==> src/rtl/event_serializer.sv <==
// Event serializer: on a scintillator coincidence, waits out the drift window,
// snapshots the 32 tube times and writes a framed, zero-suppressed event to the FIFO.
module event_serializer #(
  parameter int WINDOW_CYCLES = 256,
  parameter int CLR_CYCLES    = 11,
  parameter bit ZERO_SUPPRESS = 1'b1
) (
  input  logic         clk50,
  input  logic         rst_n,
  input  logic         scin_coin,
  input  logic [255:0] tube_data,
  input  logic         fifo_full,
  output logic [15:0]  fifo_din,
  output logic         fifo_wr_en,
  output logic         tube_clr,
  output logic         busy,
  output logic [7:0]   event_cnt,
  output logic [7:0]   missed_cnt
);

  localparam int WIN_W = (WINDOW_CYCLES > 1) ? $clog2(WINDOW_CYCLES) : 1;
  localparam int CLR_W = (CLR_CYCLES > 1) ? $clog2(CLR_CYCLES) : 1;
  localparam logic [WIN_W-1:0] WIN_LAST = WIN_W'(WINDOW_CYCLES - 1);
  localparam logic [CLR_W-1:0] CLR_LAST = CLR_W'(CLR_CYCLES - 1);

  typedef enum logic [2:0] {
    S_IDLE, S_WINDOW, S_HEADER, S_SCAN, S_TRAILER, S_CLEAR
  } state_t;

  state_t             r_state;
  state_t             w_next;
  logic               r_coin_prev;
  logic [WIN_W-1:0]   r_win_cnt;
  logic [CLR_W-1:0]   r_clr_cnt;
  logic [255:0]       r_snap;
  logic [4:0]         r_idx;
  logic [5:0]         r_hits;
  logic [7:0]         r_event_cnt;
  logic [7:0]         r_missed_cnt;

  logic               w_edge;
  logic               w_win_last;
  logic               w_clr_last;
  logic [7:0]         w_time;
  logic [7:0]         w_name;
  logic               w_skip;
  logic               w_pending;
  logic [15:0]        w_din;
  logic               w_accept;
  logic               w_scan_adv;

  assign w_edge     = scin_coin & ~r_coin_prev;
  assign w_win_last = (r_win_cnt == WIN_LAST);
  assign w_clr_last = (r_clr_cnt == CLR_LAST);
  assign w_time     = r_snap[{r_idx, 3'b000} +: 8];
  // Tube name: channel, side (A/B), chamber number 3 or 4 in the low nibble.
  assign w_name     = {r_idx[2:0], r_idx[3], 4'd3 + {3'b000, r_idx[4]}};
  assign w_skip     = ZERO_SUPPRESS && (w_time == 8'h00);
  assign w_accept   = w_pending & ~fifo_full;
  assign w_scan_adv = (r_state == S_SCAN) && (w_skip || w_accept);

  assign fifo_din   = w_din;
  assign fifo_wr_en = w_accept;
  assign tube_clr   = (r_state == S_CLEAR);
  assign busy       = (r_state != S_IDLE);
  assign event_cnt  = r_event_cnt;
  assign missed_cnt = r_missed_cnt;

  // NOTE: sequential state uses non-blocking (<=) so every register samples pre-edge values.
  always_ff @(posedge clk50 or negedge rst_n) begin
    if (!rst_n) r_state <= S_IDLE;
    else        r_state <= w_next;
  end

  // NOTE: every output of this block is defaulted first, so no path can infer a latch.
  always_comb begin
    w_next    = r_state;
    w_pending = 1'b0;
    w_din     = 16'h0000;
    case (r_state)
      S_IDLE:    if (w_edge) w_next = S_WINDOW;
      S_WINDOW:  if (w_win_last) w_next = S_HEADER;
      S_HEADER: begin
        w_pending = 1'b1;
        w_din     = {r_event_cnt, 8'hFF};
        if (!fifo_full) w_next = S_SCAN;
      end
      S_SCAN: begin
        w_pending = ~w_skip;
        w_din     = {w_time, w_name};
        if ((w_skip || !fifo_full) && (r_idx == 5'd31)) w_next = S_TRAILER;
      end
      S_TRAILER: begin
        w_pending = 1'b1;
        w_din     = {2'b00, r_hits, 8'hFE};
        if (!fifo_full) w_next = S_CLEAR;
      end
      S_CLEAR:   if (w_clr_last) w_next = S_IDLE;
      default:   w_next = S_IDLE;
    endcase
  end

  // NOTE: the snapshot is wide but is still reset, so a reset mid-event leaves no stale times.
  always_ff @(posedge clk50 or negedge rst_n) begin
    if (!rst_n) begin
      r_coin_prev  <= 1'b1;
      r_win_cnt    <= '0;
      r_clr_cnt    <= '0;
      r_snap       <= '0;
      r_idx        <= '0;
      r_hits       <= '0;
      r_event_cnt  <= '0;
      r_missed_cnt <= '0;
    end else begin
      r_coin_prev <= scin_coin;
      if (w_edge && (r_state != S_IDLE) && (r_missed_cnt != 8'hFF))
        r_missed_cnt <= r_missed_cnt + 8'd1;
      case (r_state)
        S_IDLE:   r_win_cnt <= '0;
        S_WINDOW: begin
          r_win_cnt <= r_win_cnt + WIN_W'(1);
          if (w_win_last) r_snap <= tube_data;
        end
        S_HEADER: begin
          if (w_accept) begin
            r_event_cnt <= r_event_cnt + 8'd1;
            r_idx       <= '0;
            r_hits      <= '0;
          end
        end
        S_SCAN: begin
          if (w_scan_adv) r_idx  <= r_idx + 5'd1;
          if (w_accept)   r_hits <= r_hits + 6'd1;
        end
        S_TRAILER: r_clr_cnt <= '0;
        S_CLEAR:   r_clr_cnt <= r_clr_cnt + CLR_W'(1);
        default: ;
      endcase
    end
  end

endmodule

==> config.mk <==
export PLATFORM = sky130hd
export DESIGN_NAME = event_serializer
export DESIGN_NICKNAME = d
export VERILOG_FILES = /design/src/rtl/event_serializer.sv
export SDC_FILE = /design/constraint.sdc
export NUM_CORES = 1
export LEC_CHECK = 0
export CAP_MARGIN = 20
export CORE_ASPECT_RATIO = 1.5
export CORE_MARGIN = 1
export CORE_UTILIZATION = 52
export DETAILED_ROUTE_END_ITERATION = 8
export HOLD_SLACK_MARGIN = 0.15
export MAX_ROUTING_LAYER = met4
export PLACE_DENSITY = 0.92
export SLEW_MARGIN = 20
export SYNTH_ARGS = -nofsm -noshare
export SYNTH_HDL_FRONTEND = slang
export SYNTH_SLANG_ARGS = --single-unit
==> constraint.sdc <==
create_clock -name clk50 -period 4.2 [get_ports clk50]
set_clock_uncertainty 0.15 [all_clocks]
set_input_delay 0.42 -clock clk50 [delete_from_list [all_inputs] [get_ports clk50]]
set_output_delay 0.42 -clock clk50 [all_outputs]
set_load 0.01 [all_outputs]
* After elaboration in Yosys (flattened, before gate mapping)
Index checks and enable logic that the tools add are counted.
Cells by class: add/sub/neg operators 7, magnitude comparators 0, mux-type cells 17, multiply operators 0, shift operators 1, equality and inequality tests 18, reduce and logical (&&, ||, !) cells 19, bitwise logic cells 5, div/mod/pow operators 0
Operator list (count):
- 256-bit by 9-bit indexed part select with 8-bit output | 1
- 16-bit case mux with 3 select lines | 1
- 8-bit by 1-bit adder with 8-bit output (second input constant) | 3
- 3-bit 2-to-1 mux | 6
- 3-bit case mux with 6 select lines | 1
- 8-bit case mux with 2 select lines | 1
- 2-bit != test (second input constant) | 7
- 6-bit 2-to-1 mux | 2
- 6-bit case mux with 2 select lines | 1
- 5-bit 2-to-1 mux | 2
- 5-bit case mux with 2 select lines | 1
- 8-bit == test (second input constant) | 1
- 8-bit logical NOT | 1
- 8-bit != test (second input constant) | 1
- 4-bit case mux with 2 select lines | 1
- 6-bit by 1-bit adder with 6-bit output (second input constant) | 1
- 3-bit by 2-bit == test with 1-bit output (second input constant) | 2
- 3-bit == test (second input constant) | 2
- 3-bit AND reduction | 2
- 6-bit AND reduction | 1
- 2-bit nonzero test | 3
- 5-bit by 1-bit adder with 5-bit output (second input constant) | 1
- 5-bit == test (second input constant) | 1
- 4-bit by 1-bit adder with 4-bit output (second input constant) | 1
- 14 further kinds | 23
Word-level totals: RAM bits 0, register bits after elaboration 299, memory bits (read-only) 0, bits in latches 0, bits of input ports 260, memories 0

* Logic depth before layout (Yosys ltp)
Gate-level depths: netlist (run 1).
word-level depth 9, gate-level depth with buffers 14, depth with buffers taken out 8

* Least setup slack after synthesis (run 1)
No wires, ideal clock.
path type flip-flop to output port, start point register r_idx[1], end point output port fifo_wr_en, arrival 2.713 ns, data required time 3.630 ns, cell stages (with the launch flop) 13, slack 0.917 ns, buffers on the path 5, cells stage by stage dfrtp_1 buf_2 buf_2 buf_2 buf_2 mux4_2 a211oi_2 a22oi_2 nor4_2 nand2_2 buf_6 a21oi_1 nor2_1
On the way: longest elaborated chain between the ends 5
RTL lines:
- from (decl) | RTL line 36 | logic [4:0] r_idx;
- from (signal assigned) | RTL line 132 | if (w_scan_adv) r_idx <= r_idx + 5'd1;
- 256-bit by 9-bit indexed part select with 8-bit output | RTL line 55 | assign w_time = r_snap[{r_idx, 3'b000} +: 8];
- 8-bit logical NOT | RTL line 58 | assign w_skip = ZERO_SUPPRESS && (w_time == 8'h00);
- 1-bit NOT | RTL line 89 | w_pending = ~w_skip;
- 1-bit case mux with 2 select lines | RTL line 80 | case (r_state)
- 1-bit AND | RTL line 59 | assign w_accept = w_pending & ~fifo_full;
- to (decl) | RTL line 14 | output logic fifo_wr_en,
No other way between the ends.

* Final worst setup path (run 1)
start point register r_idx[2], end point output port fifo_din[8]
On the way: longest elaborated chain between the ends 2
RTL lines:
- 256-bit by 9-bit indexed part select with 8-bit output | RTL line 55
- 16-bit case mux with 3 select lines | RTL line 80
- to (decl) | RTL line 13 | output logic [15:0] fifo_din,
No other way between the ends.

==> results of run 1 <==
## where the power goes
| group | internal, uW | switching [uW] | total [uW] |
|---|---|---|---|
| clock | 1670 | 1090 | 2760 |
| sequential | 3140 | 322 | 3460 |
| combinational | 1680 | 1700 | 3390 |
## registers in the layout (all words and copies together) (netlist names)
name,cells
event_cnt,8
missed_cnt,8
r_clr_cnt,4
r_coin_prev,1
r_hits,6
r_idx,5
r_snap,256
r_state,3
r_win_cnt,8
## worst max-delay path, cell delays in order, from the launching register on
cell and delay (ps):
dfrtp_1 470, buf_4 230, nor2_1 600, a22o_1 290, a211oi_2 80, a21o_1 210, o22ai_1 430, clkdlybuf4s50_1 650
## per-layer routing
| metal | vias to the layer above | wire, um |
|---|---|---|
| met4 | 0 | 3345 |
| met2 | 499 | 20290 |
| met1 | 5044 | 13830 |
| met3 | 158 | 2545 |
| li1 | 4384 | - |
| met5 | - | 0 |
## cell families (layout without fill, tap and decap cells)
kind of cell    after synthesis  after routing
buf+inv                      78            385
mux                         361            361
fa+ha+maj                     8              8
simple gates                122            122
flops                       299            299
other cells                   0             11
xor+xnor                     14             14
compound gates              137            137
## metrics by stage
stage	utilization	area (um2)	total power [uW]	hold slack [ps]	worst slack (ps)
after global routing	0.6983	18500	9977	193.6	26.68
final	0.6983	18500	9607	200.7	130.9
after CTS	0.6953	18420	9520	191.9	14.79
after global placement	0.6535	17310	6574	325.7	436.5
after floorplan	-	14040	5361	-25.59	917.2
after detailed placement	0.6535	17310	6662	339.8	385.6
## worst paths after layout
kind,to,depth (start not counted)
max,fifo_din[8],7
min,r_coin_prev,1
max reg2reg,r_state[2],10
min reg2reg,r_snap[67],1
max in group asynchronous,r_snap[74],3
min in group asynchronous,missed_cnt[4],2
## Yosys cell counts, drive strengths merged (5+ instances only)
cell type	n
mux2i	69
nor3	6
o22ai	13
a22o	8
xnor2	9
nor2	16
nor2b	6
a211oi	11
o221ai	8
mux2	260
xor2	5
nand3	29
o21ai	13
mux4	32
buf	22
nand2	34
a22oi	20
nand4	6
ha	8
dfrtp	298
clkbuf	51
inv	5
o211ai	5
a21oi	29
a21o	10
and3	7
## area by class of cell
| cell class | count | area, um2 | area share |
|---|---|---|---|
| clock buffers | 39 | 823.3 | 0.04451 |
| repair buffers | 329 | 3291 | 0.1779 |
| clock inverters | 12 | 192.7 | 0.01042 |
| flip-flops and latches | 299 | 7491 | 0.4050 |
| inverters | 5 | 18.77 | 0.001015 |
| well taps | 337 | 421.7 | 0.02279 |
| multi-input cells | 642 | 6232 | 0.3369 |
| diodes | 11 | 27.53 | 0.001488 |
## timing repair
| action | 4_1_cts | 5_1_grt |
|---|---|---|
| endpoints found under the setup margin | 1 | 2 |
| buffers inserted | 5 | 4 |
| resized for setup | 8 | 7 |
| pin swaps | 0 | 2 |
| hold buffers | 1 | 0 |
| endpoints found under the hold margin | 124 | 0 |
==> impl_metrics.csv, run 1 <==
group,metric,value,unit
run_status,status,"completed",
global_route,grt.total_usage,0.3022,
synthesis,synth_top_area_share,0.5311,
synthesis,synth_simple_gate_area_frac,0.04438,
synthesis,dominantRegCellSynth,"dfrtp_1",
detailed_routing,routed_wl,40020,um
floorplan,die_area,27670,um2
sta,finalCriticalPeriod,4069,ps
final_layout,fin_cells,1674,
clock_network,cts_max_level,1,
sta,slew_headroom,0.3287,
final_layout,final_cell_mix,"dfrtp_1, clkdlybuf4s50_1, mux2_2",
critical_path,crit_arrival,3500,ps
global_route,gr-usage-met2,0.4900,
synthesis,synthAdderAreaFrac,0.007129,
detailed_routing,remaining_drc_errors,0,
place,io_buffers,294,
critical_path,r2r-start,"r_idx[0]",
final_layout,nFillCells,1747,
sta,tightest_slew,1007,ps
detailed_routing,dr.first_iter.drc_count,877,
synthesis,yosys_warnings,0,
synthesis,synth_area,14040,um2
critical_path,start_kind,"register",
global_route,grt_pass1_vias,10778,
global_route,grt_max_degree,130,
synthesis,ys_top_cells_by_area,"dfrtp_1, mux2_2, mux2i_1",
critical_path,critical_path_class,"reg -> out",
critical_path,cp-end-kind,"output pin",
final_layout,finalNetCount,1573,
sta,fmax,245.8,MHz
detailed_routing,drtPass1Iterations,5,
floorplan,initial_core_util,0.5300,
synthesis,ys_seq_area_frac,0.5330,
global_route,grt.busiest_layer,"met2",
sta,drv_slew,0,
place,routabilityCongestion,0.9791,
global_route,grt_util_met1,0.3338,
flow_run,cap_violations,0,
clock_network,clockBufferDepth,3,
synthesis,synth_compound_area_frac,0.06889,
synthesis,muxShareOfSynthArea,0.3109,
power,max-vdd-ir-drop,0.4415,mV
sta,timing.final.hold_violations,0,
hold_path,hold_start,"scin_coin",
synthesis,ys_ff_latch,299,
clock_network,cts_sinks,299,
synthesis,syn_avg_cell_area,13.78,um2
clock_network,clk_pin_slew,70,ps
detailed_routing,vias,10085,
global_route,grt_overflow,0,
power,p_per_area,519.4,nW/um2
synthesis,synth_largest_area_cell,"dfrtp_1",
final_layout,layout_commonest_cell,"dfrtp_1",
synthesis,synth_top_family_by_area,"multiplexers",
floorplan,core.rowCount,73,
synthesis,synthArstFlopShare,1.000,
hold_path,hold_path_class,"in -> reg",
critical_path,path_max_fanout,13,
critical_path,worstPathRequired,3630,ps
clock_network,cts_tree,"done",
sta,setup_violations,0,
floorplan,die_h,203.2,um
global_route,antenna_found_initial,11,
detailed_routing,wl_per_cell,23.91,um
global_route,grt_pass1_wl,60660,um
floorplan,core-area,26490,um2
clock_network,worstSkewPairLatency,540,ps
place,placed_cells,1602,
place,dp_hpwl,29150,um
synthesis,synth_cell_types,61,
final_layout,layout-drive-gt1-share,0.2949,
synthesis,synthXorXnorAreaFrac,0.008734,
floorplan,ios,295,
detailed_routing,drtAntennaViolNets,0,
detailed_routing,routed_via_density,6.024,
clock_network,clock-root-buffer,"clkbuf_16",
floorplan,chipWidth,136.2,um
synthesis,syn-num-nets,1287,
final_layout,syn_to_final_growth,31.75,%
global_route,use_met3,0.05046,
sta,final.period_utilization,0.9688,
synthesis,synth_edf_count,0,
synthesis,syn_inst,1019,
power,total_leakage_power,0.007698,uW
critical_path,reg2reg_slack,840,ps
sta,grt_setup_unrepaired,"no",
clock_network,cts_buffers,28,
critical_path,worstSetupStartpoint,"r_idx[2]",
sta,setup_tns,0,ps
Power figures use the tool's default switching activity.
==> run 2, diff against run 1 <==
Settings changed: CAP_MARGIN 20 to not set, SLEW_MARGIN 20 to 15.
==> results of run 2 <==
The final DEF is identical to that of run 1; final timing and power are the same.
==> variant: new RTL, flow settings as in run 2 <==
Set the parameter `WINDOW_CYCLES` to 512 (it was 256).
--- a/src/rtl/event_serializer.sv
+++ b/src/rtl/event_serializer.sv
@@ -1,7 +1,7 @@
 // Event serializer: on a scintillator coincidence, waits out the drift window,
 // snapshots the 32 tube times and writes a framed, zero-suppressed event to the FIFO.
 module event_serializer #(
-  parameter int WINDOW_CYCLES = 256,
+  parameter int WINDOW_CYCLES = 512,
   parameter int CLR_CYCLES    = 11,
   parameter bit ZERO_SUPPRESS = 1'b1
 ) (
Function: no difference found for any inputs over 10 cycles, from zero or initial values and one cycle with rst_n low; that may be too few to reach the edited logic, so the function may still have changed.
==> variant against run 2 <==
- clock power decreased by 4%
- count of clock-buffer cells in the layout rose by 1
- synthesized area rose by 1.2%
- setup slack improved by 0.0067 ns
- sequential cell count up 1
- wire length increased by 2.4%
- power is 15% lower
- design area grew 0.49%
- critical path type unchanged
- highest routed layer unchanged
==> variant: results (changes against run 2) <==
Status = completed
All-Layer GR Usage = 30.2% (-0.055 points)
Layout cells sized above 1 = 31.7% (+2.2 points)
Avg Inst Size Synth = 13.5 sq um (-1.7%)
Worst-Skew Late Latency = 0.56 ns (+0.02 ns)
Vias in the first global route = 10900 (+1.1%)
Fin cells = 1687 (+0.78%)
Most area-consuming cells after synthesis = dfrtp_1, mux2_2, mux4_2
Max VDD drop = 0.530 mV (+20%)
Slew HR = 33.4% (+0.55 points)
Fill cell count = 1796 (+2.8%)
Post-DRT Antenna Nets = 0 (unchanged)
Max stage delay on crit path = 0.71 ns (+0.06 ns)
Reg-to-reg slack, setup = 0.92 ns (+0.08 ns)
DR vias = 10200 (+1.4%)
Synth cell count leaders = mux2_2, dfrtp_1, clkbuf_1, nand2_1, mux2i_1
Nets = 1596 (+1.5%)
Initial antenna violation count = 3 (-8)
P_leak = 8.50 nW (+10%)
Mapped Nets = 1319 (+2.5%)
Min-delay src = scin_coin
First-pass GRT wire length = 61200 microns (+0.96%)
Synth cell types = 57 (-6.6%)
Critical Path AT = 3.49 ns (about the same)
Register area share after synthesis = 52.8% (-0.48 points)
Min Hold Slack = 0.180 ns (-0.0207 ns)
Pin count of the biggest net entering global routing = 131 (+0.77%)
Detailed-route wire length = 41000 microns (+2.4%)
Num CTS Buffers = 29 (+3.6%)
CP max-delay cell = dfrtp_1
Reg2reg end = r_idx[0]
DPL Wire Length = 29500 microns (+1.3%)
1st-iter DRT viols = 769 (-12%)
variant: cell types whose count changed after synthesis, moves of 11 or more:
cell,change
mux2i_1,-37
a221oi_1,+13
o211ai_1,+11
mux2_2,+45
nand2_1,+19
a21oi_1,-14
a221o_1,+11
variant: how the worst max path moves through the flow:
stage / start / to / slack, ns
6_report: r_idx[4] / fifo_wr_en / 0.14
5_1_grt: r_idx[4] / fifo_wr_en / 0.0004
3_5_place_dp: r_idx[0] / fifo_wr_en / 0.59
3_3_place_gp: r_idx[0] / fifo_wr_en / 0.60
2_1_floorplan: r_idx[0] / fifo_wr_en / 1.25
4_1_cts: r_idx[1] / fifo_wr_en / 0.03
variant: layout make-up:
type                    instances  area [sq um]  area share (%)
multi-input cells             666          6360            34.2
flip-flops and latches        300          7510            40.4
repair buffers                324          3310            17.8
diodes                          3          7.51          0.0404
well taps                     337           422            2.27
clock buffers                  40           817            4.40
clock inverters                11           138           0.740
inverters                       6          26.3           0.141
variant: metrics by stage:
stage | cell area [sq um] | utilization [%] | worst slack, ns
after floorplan | 14200 | - | 1.25
after global placement | 17500 | 65.6 | 0.604
after detailed placement | 17500 | 65.6 | 0.586
after CTS | 18500 | 69.3 | 0.0319
after global routing | 18600 | 69.7 | 0.000396
final | 18600 | 69.7 | 0.138
variant: cells by family after synthesis:
logic type                 synth area share [%]
muxes                                      31.2
AOI/OAI and AO/OA                          6.52
xor gates and xnor gates                  0.863
adders and majority gates                 0.792
buffers and inverters                      2.60
and+or+nand+nor                            5.16
DFF                                        52.8
variant: critical path: cells and delay by family, from the launching register on:
kind	cells	cell delay (ns)
and+or+nand+nor	2	0.29
DFF	1	0.71
AOI/OAI and AO/OA	4	1.07
buffers and inverters	2	0.86
variant: where the power goes:
part	switching, mW	leakage, nW	total, mW	internal (mW)
clock	1.12	0.475	2.66	1.54
sequential	0.210	4.13	3.20	2.99
combinational	1.26	3.89	2.35	1.09
total	2.59	8.50	8.21	5.62
variant: metal layers:
metal  share of wire [%]  wire length [microns]  global-route usage (%)
met1                  36                  14700                    34.0
met2                  52                  21200                    50.6
met3                 5.7                   2350                    4.60
met4                 6.6                   2700                    17.2
met5                   0                      0                       -
variant: repair_timing:
item | CTS | global route
buffers inserted | 2 | 3
resized for setup | 0 | 7
setup endpoints to repair | 1 | 1
gates cloned | 0 | 2
hold buffers | 1 | 0
endpoints found under the hold margin | 121 | 0
pin swaps | 0 | 2
